<file path="config.mk">
export PLATFORM = sky130hd
export DESIGN_NAME = seq_alu
export DESIGN_NICKNAME = d
export VERILOG_FILES = /design/src/rtl/seq_alu.sv
export SDC_FILE = /design/constraint.sdc
export NUM_CORES = 1
export LEC_CHECK = 0
export ABC_AREA = 1
export BUFFER_PORTS_ARGS = -buffer_cell sky130_fd_sc_hd__buf_2
export CAP_MARGIN = 20
export CORE_MARGIN = 8
export CORE_UTILIZATION = 40
export CTS_CLUSTER_DIAMETER = 50
export DETAILED_ROUTE_END_ITERATION = 16
export GPL_TIMING_DRIVEN = 0
export PLACE_DENSITY = 0.62
export SETUP_SLACK_MARGIN = 0.2
export SYNTH_ARGS = -nofsm -noshare
export SYNTH_HDL_FRONTEND = slang
export SYNTH_SLANG_ARGS = --single-unit
</file>
<file path="constraint.sdc">
create_clock -name clk -period 2.6 [get_ports clk]
set_clock_uncertainty 0.1 [all_clocks]
set_input_delay 0.26 -clock clk [delete_from_list [all_inputs] [get_ports clk]]
set_output_delay 0.26 -clock clk [all_outputs]
set_load 0.005 [all_outputs]
</file>
<file path="src/rtl/seq_alu.sv">
// Sequential ALU: single-cycle add/sub/logic/shift ops, plus iterative
// WIDTH-cycle unsigned multiply (shift-add) and divide (restoring).
module seq_alu #(
    parameter int WIDTH = 32
) (
    input  logic             clk,
    input  logic             rst_n,
    input  logic             start,
    input  logic [2:0]       op,
    input  logic [WIDTH-1:0] a,
    input  logic [WIDTH-1:0] b,
    output logic             busy,
    output logic             done,
    output logic [WIDTH-1:0] c,
    output logic [WIDTH-1:0] c_hi
);

    localparam int SW = $clog2(WIDTH);
    localparam int CW = SW + 1;

    typedef enum logic [1:0] {IDLE, MUL, DIV} state_t;

    state_t           state;
    logic [CW-1:0]    cnt;
    logic [WIDTH-1:0] acc_hi;
    logic [WIDTH-1:0] acc_lo;
    logic [WIDTH-1:0] opnd;

    logic [SW-1:0]    shamt;
    logic [WIDTH-1:0] alu_res;
    logic [WIDTH:0]   mul_sum;
    logic [WIDTH-1:0] mul_hi;
    logic [WIDTH-1:0] mul_lo;
    logic [WIDTH:0]   div_sh;
    logic [WIDTH-1:0] div_diff;
    logic [WIDTH-1:0] div_hi;
    logic [WIDTH-1:0] div_lo;

    always_comb begin
        shamt   = b[SW-1:0];
        alu_res = '0;
        case (op)
            3'b000:  alu_res = a + b;
            3'b001:  alu_res = a - b;
            3'b010:  alu_res = a & b;
            3'b011:  alu_res = a | b;
            3'b100:  alu_res = a >> shamt;
            3'b101:  alu_res = $signed(a) >>> shamt;
            default: alu_res = '0;
        endcase
    end

    // acc_lo holds the multiplier (mul) or the remaining dividend bits (div);
    // quotient/product-low bits shift in as those bits shift out.
    always_comb begin
        mul_sum  = {1'b0, acc_hi} + (acc_lo[0] ? {1'b0, opnd} : '0);
        mul_hi   = mul_sum[WIDTH:1];
        mul_lo   = {mul_sum[0], acc_lo[WIDTH-1:1]};

        div_sh   = {acc_hi, acc_lo[WIDTH-1]};
        div_diff = div_sh[WIDTH-1:0] - opnd;
        if (div_sh >= {1'b0, opnd}) begin
            div_hi = div_diff;
            div_lo = {acc_lo[WIDTH-2:0], 1'b1};
        end else begin
            div_hi = div_sh[WIDTH-1:0];
            div_lo = {acc_lo[WIDTH-2:0], 1'b0};
        end
    end

    always_ff @(posedge clk or negedge rst_n) begin
        if (!rst_n) begin
            state  <= IDLE;
            busy   <= 1'b0;
            done   <= 1'b0;
            c      <= '0;
            c_hi   <= '0;
            cnt    <= '0;
            acc_hi <= '0;
            acc_lo <= '0;
            opnd   <= '0;
        end else begin
            done <= 1'b0;
            case (state)
                IDLE: begin
                    if (start) begin
                        if (op[2:1] == 2'b11) begin
                            state  <= op[0] ? DIV : MUL;
                            busy   <= 1'b1;
                            cnt    <= CW'(WIDTH);
                            acc_hi <= '0;
                            acc_lo <= a;
                            opnd   <= b;
                        end else begin
                            c    <= alu_res;
                            c_hi <= '0;
                            done <= 1'b1;
                        end
                    end
                end
                MUL: begin
                    acc_hi <= mul_hi;
                    acc_lo <= mul_lo;
                    cnt    <= cnt - 1'b1;
                    if (cnt == CW'(1)) begin
                        c     <= mul_lo;
                        c_hi  <= mul_hi;
                        done  <= 1'b1;
                        busy  <= 1'b0;
                        state <= IDLE;
                    end
                end
                DIV: begin
                    acc_hi <= div_hi;
                    acc_lo <= div_lo;
                    cnt    <= cnt - 1'b1;
                    if (cnt == CW'(1)) begin
                        c     <= div_lo;
                        c_hi  <= div_hi;
                        done  <= 1'b1;
                        busy  <= 1'b0;
                        state <= IDLE;
                    end
                end
                default: state <= IDLE;
            endcase
        end
    end

endmodule

</file>
After elaboration in Yosys (flattened, before gate mapping):

Index checks and enable logic that the tools add are counted.

* register bits: 170
* latch bits: 0
* bits in writable memories: 0
* ROM bits: 0
* input bits: 70
* output and inout bits: 66
* logic and storage cells: 81
* memories kept: 0

* $add $sub $neg: 5
* multiply operators: 0
* divide/modulo/power cells: 0
* magnitude comparators: 1
* eq/ne operators: 15
* shifts and indexed selects: 2
* muxes and demuxes: 36
* bitwise gates (word level): 2
* reduce and logical (&&, ||, !) cells: 11

Operator list (number)
* $mux W32: 14
* $pmux W32 S3: 4
* $pmux W32 S6: 1
* $sub A32 B32 Y32: 2
* $add A32 B32 Y33: 1
* $ge A33 B32 Y1: 1
* $add A32 B32 Y32: 1
* $and A32 B32 Y32: 1
* $or A32 B32 Y32: 1
* $shr A32 B5 Y32: 1
* $sshr A32 B5 Y32: 1
* $mux W6: 2
* $pmux W6 S2: 1
* $reduce_and A3 Y1: 4
* $ne A2 B2 Y1 const B: 5
* $mux W2: 4
* $mux W1: 7
* $eq A3 B2 Y1 const B: 2
* $eq A3 B3 Y1 const B: 2
* $eq A6 B1 Y1 const B: 1
* $sub A6 B1 Y6 const B: 1
* $reduce_and A5 Y1: 1
* $eq A2 B2 Y1 const B: 2
* $pmux W1 S2: 2
* 10 further kinds: 10

Depth between registers and ports, before layout:

* depth after elaboration: 5
* gate-level depth with buffers: 26
* depth with buffers taken out: 24

Worst setup path before layout:

Ideal clock, no wire load.

* path kind: input-to-reg
* start point: input port b[1]
* end point: register c[31]
* setup time: 121 ps
* data arrival time: 2951 ps
* required time: 2379 ps
* setup slack: -572 ps
* stages: 24
* buffers on the path: 2
* path through: buf_2 -> inv_1 -> buf_2 -> ha_1 -> inv_1 -> nor4_2 -> nand4_1 -> o21ai_1 -> o21ai_0 -> xor2_1 -> ha_1 -> inv_1 -> o21ai_0 -> nand2_1 -> nand2_1 -> a21oi_1 -> nand2_1 -> inv_1 -> nand2_1 -> nand2_1 -> nand3_1 -> nand2_1 -> nand2_1 -> a21oi_1

* cells in the longest elaborated chain, start to end: 5
* elaborated cells between the ends (all ways): 8
* those cells by class: 2 x add/sub; 2 x shift; 4 x mux

RTL lines
* start, declared: line 11 `input logic [WIDTH-1:0] b,`
* $sub A32 B32 Y32, or another cell as far along: line 44 `3'b001: alu_res = a - b;`
* $pmux W32 S6 (*): line 42 `case (op)`
* $mux W32 (*): line 87 `if (op[2:1] == 2'b11) begin`
* $mux W32 (*): line 86 `if (start) begin`
* $pmux W32 S3 (*): line 84 `case (state)`
* end signal, assigned: line 95 `c <= alu_res;`
* end signal, assigned: line 106 `c <= mul_lo;`
* end signal, assigned: line 118 `c <= div_lo;`
* end, declared: line 14 `output logic [WIDTH-1:0] c,`

Every way passes the cells marked *; elsewhere a longest branch is shown, timed or not. The select of a mux whose other input is x is not followed.
A chain may end at the register's enable or synchronous reset.

Final worst setup path:

* start point: input port b[0]
* end point: register c[31]

The elaborated chain is that of the path after synthesis.

==> impl_metrics.yaml <==
final_layout:
  area_growth_pct: 45.8
  final_area_mm2: 0.0275
  multi_input_area_mm2: 0.0164
  finalNetCount: 3743
  seq_area_mm2: 0.00430
  final_layout_size_suffix_gt1_share_pct: 36.3
  fillers: 4314
  antenna_cells: 0
  utilization_pct: 59.0
floorplanning:
  core-area_mm2: 0.0466
  die_w_um: 233
  io_pins: 136
  die_y_um: 233
  fp-row-count: 79
  initial_core_util_pct: 40.5
  fp.dieArea_mm2: 0.0543
yosys:
  syn-num-nets: 3364
  yosysTopAreaCellShare_pct: 22.6
  ys_seq_area_share_pct: 22.6
  synth_warnings: 0
  synthTopCellsByCount: "1020 x nand2_1, 478 x inv_1, 375 x nand3_1"
  synth.distinct_cells: 55
  synthFlopType: "dfrtp_1"
  synth_edf_count: 0
  netlist_instances: 3187
  synth_most_common_cell: "nand2_1"
  yosysTopAreaCell: "dfrtp_1"
  synthTopCellsByArea: "dfrtp_1 23%, nand2_1 20%, nand3_1 10%"
  avgSynthCellArea_um2: 5.91
  syn-cell-area_mm2: 0.0188
  async_flop_share_pct: 100
  ys_ff_latch: 170
detailed_routing:
  wl_per_cell_um: 23.3
  drt_pass1_iterations: 8
  drc_errors: 0
  vias: 24338
  drt-total-wl_mm: 97.7
  drt_iter0_drc: 2574
  ant_nets: 0
  vias_per_cell: 5.81
grt:
  grt-ovfl-total: 0
  antenna_found_initial: 0
  track_usage_pct: 33.7
  grt_max_degree: 119
  grt_pass1_wl_mm: 140
  grt_pass1_vias: 23168
critical_path:
  reg2regPathDepth: 18
  cp_max_fo: 4
  required_ps: 2880
  r2r-end: "acc_hi[21]"
  startpoint_type: "input pin"
  arrival_ps: 3380
  end_kind: "register"
  criticalPathCategory: "input pin to register"
  r2r_start: "acc_lo[0]"
  rrSetupSlack_ps: -270
placed_design:
  place_ws_ps: -1570
  port_buffers: 131
  hpwl_mm: 71.4
  placed_area_mm2: 0.0206
  gp_congestion: 1.06
cts:
  clock_sinks: 170
  clockRootBuffer: "clkbuf_16"
  clockBufferDepth: 2
  cts.clk_slew.worst_paths_ps: 70
  cts-htree-levels: 4
  cts_tree: "built"
  clock_latency_ps: 460
  numCtsBuffers: 17
sta:
  drv_slew: 0
  tightestPinTransition_ps: 977
  finalCriticalPeriod_ps: 3100
  min_period_over_period_pct: 119
  fmax_mhz: 323
  setup_violations: 67
  finalHoldViolCount: 0
  fin_ws_ps: -495
  slew_headroom_pct: 34.9
  grt_setup_unrepaired: "yes"
hold_path:
  min_path_type: "input pin to register"
  min_to: "state[1]"
  hold_start: "op[0]"
  hold_depth: 3
run:
  drv_cap: 0
power_and_ir_drop:
  total_power_mw: 22.8
  p_per_area_mw_per_mm2: 830
  p_leak_nw: 13.8
  irDropWorstVdd_v: 0.000634
run_status:
  status: "finished with violations"
  violations: "negative setup slack"
==> repair_timing <==
action                                  4_1_cts  5_1_grt
hold buffers                                  1        0
endpoints found under the setup margin      101      119
cloned                                        2        1
pin swaps                                   233      280
resized for setup                           730      395
setup buffers                               141       83
hold endpoints to repair                     52        0
==> per-stage QoR <==
stage / setup TNS, ps / instances / hold WS (ps)
6_report: -13480 / 4186 / 50.5
2_1_floorplan: -3490 / 3187 / -136
4_1_cts: -8090 / 4102 / 25.3
5_1_grt: -21350 / 4186 / 50.6
3_3_place_gp: -353130 / 3925 / 360
3_5_place_dp: -71390 / 3926 / 115
==> placed cells by master (no fill, tap or decap), types with 27 or more instances in the layout <==
master | netlist | layout
nor2_4 | 3 | 50
a21oi_1 | 205 | 131
o21ai_0 | 164 | 106
ha_4 | 0 | 75
nor2_1 | 204 | 141
o21ai_2 | 0 | 27
nand3_2 | 7 | 108
nand2_4 | 2 | 82
buf_2 | 33 | 154
inv_2 | 9 | 74
buf_6 | 7 | 57
o221ai_1 | 31 | 31
o22ai_1 | 32 | 32
nand2_1 | 1020 | 787
a21oi_2 | 2 | 52
inv_1 | 478 | 398
clkbuf_1 | 55 | 36
buf_4 | 9 | 180
dfrtp_2 | 0 | 38
nand3_1 | 375 | 257
dfrtp_1 | 170 | 132
nand2_2 | 28 | 168
==> cells by family after synthesis <==
family | after synthesis | share of synthesized area [%]
adders and majority gates | 107 | 7.22
xor gates and xnor gates | 46 | 2.14
DFF | 170 | 22.6
buffers and inverters | 610 | 13.0
and+or+nand+nor | 1750 | 39.9
AOI/OAI and AO/OA | 502 | 15.1
muxes | 2 | 0.106
==> flip-flops by register name (all words and copies together) (netlist names) <==
register and count:
state 2, acc_lo 32, cnt 6, busy 1, opnd 32, c_hi 32
done 1, c 32, acc_hi 32
==> worst max-delay path: stages <==
cell	delay, ps
buf_8	100
buf_8	130
buf_8	130
inv_8	70
ha_4	140
inv_4	40
nor2_1	70
nand4_1	210
nand2_2	200
o21ai_4	90
a21oi_4	160
o21ai_2	90
xor2_1	180
ha_1	390
nand2_2	120
nor2_4	160
nand2_2	80
inv_2	50
nand2_2	40
nand2_2	80
a21oi_2	40
nand2_1	80
nand3_2	120
nand2_2	150
nand2_2	70
a21oi_2	120
==> how the worst max path moves through the flow <==
stage               start    end  slack [ps]  depth (start not counted)
floorplan            b[0]  c[31]        -300                         23
global placement    rst_n  c[11]       -1700                          1
detailed placement   b[0]  c[17]       -1570                         19
CTS                  b[0]  c[31]        -490                         28
global route         b[0]  c[31]        -590                         24
finish               b[0]  c[31]        -500                         26
==> power breakdown <==
| group | leakage (nW) | internal, mW | switching (mW) | total, mW |
|---|---|---|---|---|
| combinational | 11.4 | 5.69 | 9.98 | 15.7 |
| clock | 0.294 | 1.48 | 1.27 | 2.75 |
| sequential | 2.13 | 3.57 | 0.817 | 4.38 |
==> area by class of cell <==
cell class	count	area share [%]
clock buffers	18	1.60
flip-flops and latches	170	15.7
inverters	489	6.87
plain buffers	121	3.01
repair buffers	360	9.90
well taps	607	2.76
multi-input cells	2407	59.5
clock inverters	14	0.669
==> layer usage <==
layer | global-route usage, % | vias to the layer above | wire (µm) | share of wire, %
met2 | 57.0 | 1345 | 45700 | 47
met3 | 4.72 | 441 | 7240 | 7.4
met4 | 22.9 | 0 | 8300 | 8.5
met1 | 39.4 | 11452 | 36500 | 37
li1 | - | 11100 | - | -
met5 | 0 | - | 0 | 0
Note: power is estimated with default switching activity, not from simulation.
